### src/rtl/fetch_pkg.sv
// fetch_pkg: shared types and helpers for the instruction-fetch stage.
package fetch_pkg;
    localparam logic [31:0] NOP = 32'h0;
    typedef struct packed {
        logic [31:0] pc;
        logic [31:0] instr;
    } fetch_entry_t;
    function automatic logic [63:0] jump_target(input logic [63:0] pcplus4, input logic [27:0] pcj);
        return {pcplus4[63:28], pcj};
    endfunction
endpackage

### src/rtl/fetch_if.sv
// fetch_if: instruction-memory request/response handshake.
interface fetch_if #(parameter int XLEN = 32) ();
    logic req_valid, req_ready, rsp_valid;
    logic [XLEN-1:0] req_addr, rsp_data;
    modport master(output req_valid, req_addr, input req_ready, rsp_valid, rsp_data);
    modport slave(input req_valid, req_addr, output req_ready, rsp_valid, rsp_data);
endinterface

### src/rtl/fetch_queue.sv
// fetch_queue: prefetch FIFO with wrap-bit pointers and a flush.
module fetch_queue
    import fetch_pkg::*;
#(
    parameter int QDEPTH = 4,
    parameter type T = fetch_entry_t
) (
    input  logic CLK,
    input  logic reset,
    input  logic push,
    input  logic pop,
    input  logic flush,
    input  T din,
    output T dout,
    output logic [$clog2(QDEPTH):0] count,
    output logic empty,
    output logic full
);
    localparam int AW = $clog2(QDEPTH);
    T mem [QDEPTH];
    logic [AW:0] wp, rp;
    always_ff @(posedge CLK) begin
        wp <= (reset || flush) ? '0 : wp + (AW+1)'(push);
        rp <= (reset || flush) ? '0 : rp + (AW+1)'(pop);
    end
    always_ff @(posedge CLK)
        if (push) mem[wp[AW-1:0]] <= din;
    assign count = wp - rp;
    assign empty = count == '0;
    assign full = count == (AW+1)'(QDEPTH);
    assign dout = mem[rp[AW-1:0]];
endmodule

### src/rtl/fetch_unit.sv
// fetch_unit: fetch PC, credit-limited imem requests, prefetch queue and
// redirect handling that discards responses for abandoned requests.
module fetch_unit
    import fetch_pkg::*;
#(
    parameter int XLEN = 32,
    parameter logic [XLEN-1:0] RESET_PC = '0,
    parameter int QDEPTH = 4
) (
    input  logic CLK,
    input  logic reset,
    fetch_if.master imem,
    output logic [XLEN-1:0] InstrD,
    output logic [XLEN-1:0] PCD,
    output logic [XLEN-1:0] PCPlus4D,
    output logic ValidD,
    input  logic StallD,
    input  logic BranchD,
    input  logic [XLEN-1:0] PCBranchD,
    input  logic JumpD,
    input  logic [27:0] PCJD
);
    localparam int W = $clog2(QDEPTH) + 1;
    typedef struct packed {
        logic [XLEN-1:0] pc;
        logic [XLEN-1:0] instr;
    } entry_t;
    logic [XLEN-1:0] pc_f, pc_q, target;
    logic [W-1:0] inflight, drop, inflight_next, count;
    logic redirect, accept, drop_now, push, pop, empty, full;
    entry_t din, head;
    assign redirect = ValidD & (JumpD | BranchD);
    assign target = JumpD ? XLEN'(jump_target(64'(PCPlus4D), PCJD)) : PCBranchD;
    // queued plus outstanding never exceeds QDEPTH, so pushes always fit
    assign imem.req_valid = !reset & !redirect & (int'(inflight) + int'(count) < QDEPTH);
    assign imem.req_addr = pc_f;
    assign accept = imem.req_valid & imem.req_ready;
    assign drop_now = imem.rsp_valid & (drop != '0);
    assign push = imem.rsp_valid & !drop_now & !redirect;
    assign pop = ValidD & !StallD & !redirect;
    assign inflight_next = inflight + W'(accept) - W'(imem.rsp_valid);
    assign din = '{pc: pc_q, instr: imem.rsp_data};
    // drop is always zero when a redirect fires (queue stays empty while
    // draining), so every request still outstanding becomes stale
    always_ff @(posedge CLK) begin
        inflight <= reset ? '0 : inflight_next;
        drop <= reset ? '0 : redirect ? inflight_next : drop - W'(drop_now);
        pc_f <= reset ? RESET_PC : redirect ? target : accept ? pc_f + XLEN'(4) : pc_f;
        pc_q <= reset ? RESET_PC : redirect ? target : push ? pc_q + XLEN'(4) : pc_q;
    end
    fetch_queue #(.QDEPTH(QDEPTH), .T(entry_t)) q (
        .CLK(CLK), .reset(reset), .push(push), .pop(pop), .flush(redirect),
        .din(din), .dout(head), .count(count), .empty(empty), .full(full)
    );
    assert property (@(posedge CLK) disable iff (reset) !(push && full && !pop));
    assign ValidD = !empty;
    assign PCD = head.pc;
    assign InstrD = head.instr;
    assign PCPlus4D = PCD + XLEN'(4);
endmodule

### src/flat_wrapper.sv
// flat-port wrapper written by rule: the top's interface ports become plain ports
module fetch_unit_flat import fetch_pkg::*;
#(
    parameter int XLEN = 32,
    parameter logic [XLEN-1:0] RESET_PC = '0,
    parameter int QDEPTH = 4
)
  (CLK, reset, InstrD, PCD, PCPlus4D, ValidD, StallD, BranchD, PCBranchD, JumpD, PCJD, imem_req_valid, imem_req_addr, imem_req_ready, imem_rsp_valid, imem_rsp_data);
  fetch_if #(.XLEN(XLEN)) imem_i ();
  input  logic CLK;
  input  logic reset;
  output logic [XLEN-1:0] InstrD;
  output logic [XLEN-1:0] PCD;
  output logic [XLEN-1:0] PCPlus4D;
  output logic ValidD;
  input  logic StallD;
  input  logic BranchD;
  input  logic [XLEN-1:0] PCBranchD;
  input  logic JumpD;
  input  logic [27:0] PCJD;
  output wire logic [$bits(imem_i.req_valid)-1:0] imem_req_valid;
  output wire logic [$bits(imem_i.req_addr)-1:0] imem_req_addr;
  input wire logic [$bits(imem_i.req_ready)-1:0] imem_req_ready;
  input wire logic [$bits(imem_i.rsp_valid)-1:0] imem_rsp_valid;
  input wire logic [$bits(imem_i.rsp_data)-1:0] imem_rsp_data;
  assign imem_req_valid = imem_i.req_valid;
  assign imem_req_addr = imem_i.req_addr;
  assign imem_i.req_ready = imem_req_ready;
  assign imem_i.rsp_valid = imem_rsp_valid;
  assign imem_i.rsp_data = imem_rsp_data;
  fetch_unit #(.XLEN(XLEN), .RESET_PC(RESET_PC), .QDEPTH(QDEPTH)) u_core (.CLK(CLK), .reset(reset), .imem(imem_i), .InstrD(InstrD), .PCD(PCD), .PCPlus4D(PCPlus4D), .ValidD(ValidD), .StallD(StallD), .BranchD(BranchD), .PCBranchD(PCBranchD), .JumpD(JumpD), .PCJD(PCJD));
endmodule
### config.mk
export PLATFORM = sky130hd
export DESIGN_NAME = fetch_unit_flat
export DESIGN_NICKNAME = d
export VERILOG_FILES = /design/src/rtl/fetch_pkg.sv /design/src/rtl/fetch_if.sv /design/src/rtl/fetch_queue.sv /design/src/rtl/fetch_unit.sv /design/src/flat_wrapper.sv
export SDC_FILE = /design/constraint.sdc
export NUM_CORES = 1
export LEC_CHECK = 0
export CORE_UTILIZATION = 33
export CTS_CLUSTER_SIZE = 14
export DETAILED_ROUTE_END_ITERATION = 6
export PLACE_DENSITY_LB_ADDON = 0.3
export SKIP_CTS_REPAIR_TIMING = 1
export SLEW_MARGIN = 10
export SYNTH_ARGS = -nofsm -noshare
export SYNTH_HDL_FRONTEND = slang
export SYNTH_SLANG_ARGS = --single-unit
### constraint.sdc
create_clock -name CLK -period 16.23 [get_ports CLK]
set_input_delay 3.246 -clock CLK [delete_from_list [all_inputs] [get_ports CLK]]
set_output_delay 3.246 -clock CLK [all_outputs]
set_load 0.01 [all_outputs]
==> flow_metrics.py <==
metrics = {
    "status": {
        "outcome": "complete, no violations",
    },
    "floorplanning": {
        "dieArea_um2": 43600,
        "die_w_um": 209,
        "io_pins": 229,
        "core_um2": 42000,
        "start_util": 0.336,
        "die_h_um": 209,
        "placementRows": 75,
    },
    "layout": {
        "area_delta_synth_final_pct": 28.6,
        "seqCellArea_um2": 9180,
        "nets": 1265,
        "mostFrequentLayoutCells": "edfxtp_1, clkdlybuf4s50_1, dfxtp_1",
        "multi_input_area_um2": 4640,
        "final_common_cell": "edfxtp_1",
        "nFillCells": 3824,
        "n_antenna_cell": 0,
        "drive_above_1_share": 0.134,
    },
    "timing": {
        "finClkSkew_ns": 0.0389,
        "slew-limit-headroom": 0.266,
        "drv_slew": 0,
        "setup_tns_ns": 0,
        "finalHoldViolations": 0,
        "worstMarginPinSlew_ns": 1.09,
        "min_period_ns": 9.10,
        "fin_crit_sh": 0.561,
        "setup_viol": 0,
        "rsz0062_at_grt": "no",
        "fmax_mhz": 110,
    },
    "route": {
        "drtAntennaViolNets": 0,
        "drc": 0,
        "met3WireLength_um": 1640,
        "num_vias": 8596,
        "wl_per_cell_um": 19.9,
        "top_layer_used": "met4",
        "drt-met1-wl_um": 15900,
        "wl_um": 34000,
        "drt_iter0_drc": 533,
        "vias_per_cell": 5.01,
        "met2_length_um": 15900,
        "first_pass_iters": 5,
    },
    "clock_network": {
        "cts_tree": "built",
        "cts_buffers": 37,
        "clock_sinks": 330,
        "clkLatencyLatePin_ns": 0.55,
        "cts_root_buf": "clkbuf_16",
        "clk_pin_slew_ns": 0.06,
        "cts_buffer_depth": 3,
        "htree_num_levels": 2,
    },
    "synthesis": {
        "synth_top_area_share": 0.544,
        "ys_seq_elements": 330,
        "synthArstFlopShare": 0,
        "postSynthNetCount": 1029,
        "synth_area_per_cell_um2": 15.5,
        "ys_types": 57,
        "synthFlopType": "edfxtp_1",
        "synth_edf_count": 256,
        "synth_area_leaders": "edfxtp_1, dfxtp_1, mux4_2",
        "postSynthCellCount": 914,
        "synth_top_cell_by_area": "edfxtp_1",
        "synth_area_um2": 14100,
        "synth_warnings": 0,
        "seq_area_frac_synth": 0.649,
    },
    "worst_setup_path": {
        "cp_common_cell": "clkdlybuf4s50_1",
        "critPathTopFamily": "buffers and inverters",
        "r2r_cells": 19,
        "slowest_stage": "inv_1",
        "cp-start-kind": "primary input",
        "cpPeakStageDelay_ns": 0.85,
        "endpoint": "imem_req_valid",
        "end_kind": "output pin",
        "setup.worst_path.class": "in -> out",
        "crit_cells": 5,
        "reg2reg_to": "u_core.drop[2]",
        "cp_max_fo": 32,
        "required_ns": 12.98,
        "critPathBufInv": 3,
        "cp_cell_sequence": "clkdlybuf4s50_1 -> inv_1 -> nand2_1 -> nor2_1 -> clkdlybuf4s50_1",
        "r2r_start": "u_core.q.rp[0]",
        "r2r_slack_ns": 10.66,
        "crit_start": "reset",
        "arrival_ns": 5.85,
    },
    "pwr": {
        "p_leak_nw": 5.96,
        "vdd_drop_max_mv": 0.0979,
        "p_total_w": 0.00279,
        "power_density_nw_per_um2": 154,
    },
    "worst_hold_path": {
        "hold_depth": 0,
        "hold_path.class": "reg -> reg",
        "holdCritStartpoint": "u_core.pc_q[29]",
    },
    "global_route": {
        "grt_pass1_wl_um": 51500,
        "grt_pass1_vias": 8647,
        "antenna_found_initial": 0,
        "grt.overflow.total": 0,
        "grt_usage": 0.155,
        "grt_max_degree": 95,
    },
    "place": {
        "dp_hpwl_um": 22200,
        "gp_congestion": 0.814,
        "portBuffers": 228,
    },
    "job": {
        "cap_violations": 0,
    },
}
## metrics by stage
| stage | hold WS (ns) | setup slack (ns) | utilization | cells | area [um^2] |
|---|---|---|---|---|---|
| floorplan | 0.481 | 5.63 | - | 914 | 14100 |
| global placement | 0.521 | 7.16 | 0.403 | 1650 | 16900 |
| detailed placement | 0.535 | 7.10 | 0.403 | 1650 | 16900 |
| CTS | 0.539 | 7.10 | 0.432 | 1715 | 18200 |
| global route | 0.567 | 6.92 | 0.432 | 1715 | 18200 |
| finish | 0.536 | 7.13 | 0.432 | 1715 | 18200 |
## layout make-up
class,count,share of cell area
inverters,28,0.00579
well taps,539,0.0371
clock inverters,20,0.0136
repair buffers,238,0.129
multi-input cells,515,0.255
clock buffers,45,0.0537
flip-flops and latches,330,0.505
## power breakdown
| group | internal (W) | leakage, nW | switching, W |
|---|---|---|---|
| Sequential | 0.00109 | 2.96 | 0.000127 |
| Clock | 0.000510 | 0.592 | 0.000331 |
| Combinational | 0.000366 | 2.41 | 0.000368 |
## worst min path at each step
stage / end / slack [ns]
2_1_floorplan: u_core.q.mem[0][63] / 0.48
3_3_place_gp: u_core.q.rp[2] / 0.52
3_5_place_dp: u_core.q.mem[3][56] / 0.53
4_1_cts: u_core.q.mem[2][61] / 0.54
5_1_grt: u_core.q.mem[2][56] / 0.57
6_report: u_core.q.mem[2][61] / 0.54
## cells by family after synthesis
| logic type | after synthesis | share of synthesized area |
|---|---|---|
| simple gates | 207 | 0.0797 |
| xor+xnor | 85 | 0.0543 |
| flops | 330 | 0.649 |
| fa+ha+maj | 16 | 0.0152 |
| compound gates | 110 | 0.0440 |
| buf+inv | 69 | 0.0248 |
| mux | 97 | 0.133 |
## sequential cells by signal, indices dropped and copies added (netlist names)
signal / cells
u_core.pc_q: 31
u_core.drop: 3
u_core.q.mem: 256
u_core.q.wp: 3
u_core.q.rp: 3
u_core.inflight: 3
u_core.imem.req_addr: 31
## synthesized netlist by cell type (2+ instances only)
| master | n |
|---|---|
| xor2_1 | 40 |
| nand3_2 | 2 |
| nor3_1 | 15 |
| a21oi_1 | 58 |
| clkbuf_1 | 21 |
| a211oi_1 | 4 |
| buf_12 | 3 |
| inv_1 | 27 |
| nand4_2 | 2 |
| nand4_1 | 12 |
| mux4_2 | 45 |
| and4_1 | 10 |
| and2_1 | 5 |
| mux4_1 | 19 |
| o21ai_0 | 29 |
| nor2b_1 | 4 |
| nor4_1 | 8 |
| a2bb2oi_1 | 2 |
| nand3_1 | 38 |
| buf_4 | 6 |
| o31ai_1 | 2 |
| fa_1 | 2 |
| buf_2 | 7 |
| a31oi_1 | 6 |
| ha_1 | 14 |
| edfxtp_1 | 256 |
| nor2_1 | 41 |
| dfxtp_1 | 74 |
| and3_1 | 17 |
| nand2_1 | 42 |
| buf_1 | 2 |
| or2_2 | 3 |
| xnor2_1 | 43 |
| mux2i_1 | 6 |
| mux2_2 | 27 |
## routing by layer
metal	GRT usage	vias to the layer above
met4	0.0426	0
met1	0.216	4294
met3	0.0271	39
met2	0.248	246
li1	-	4017
met5	0	-
Power figures use the tool's default switching activity.
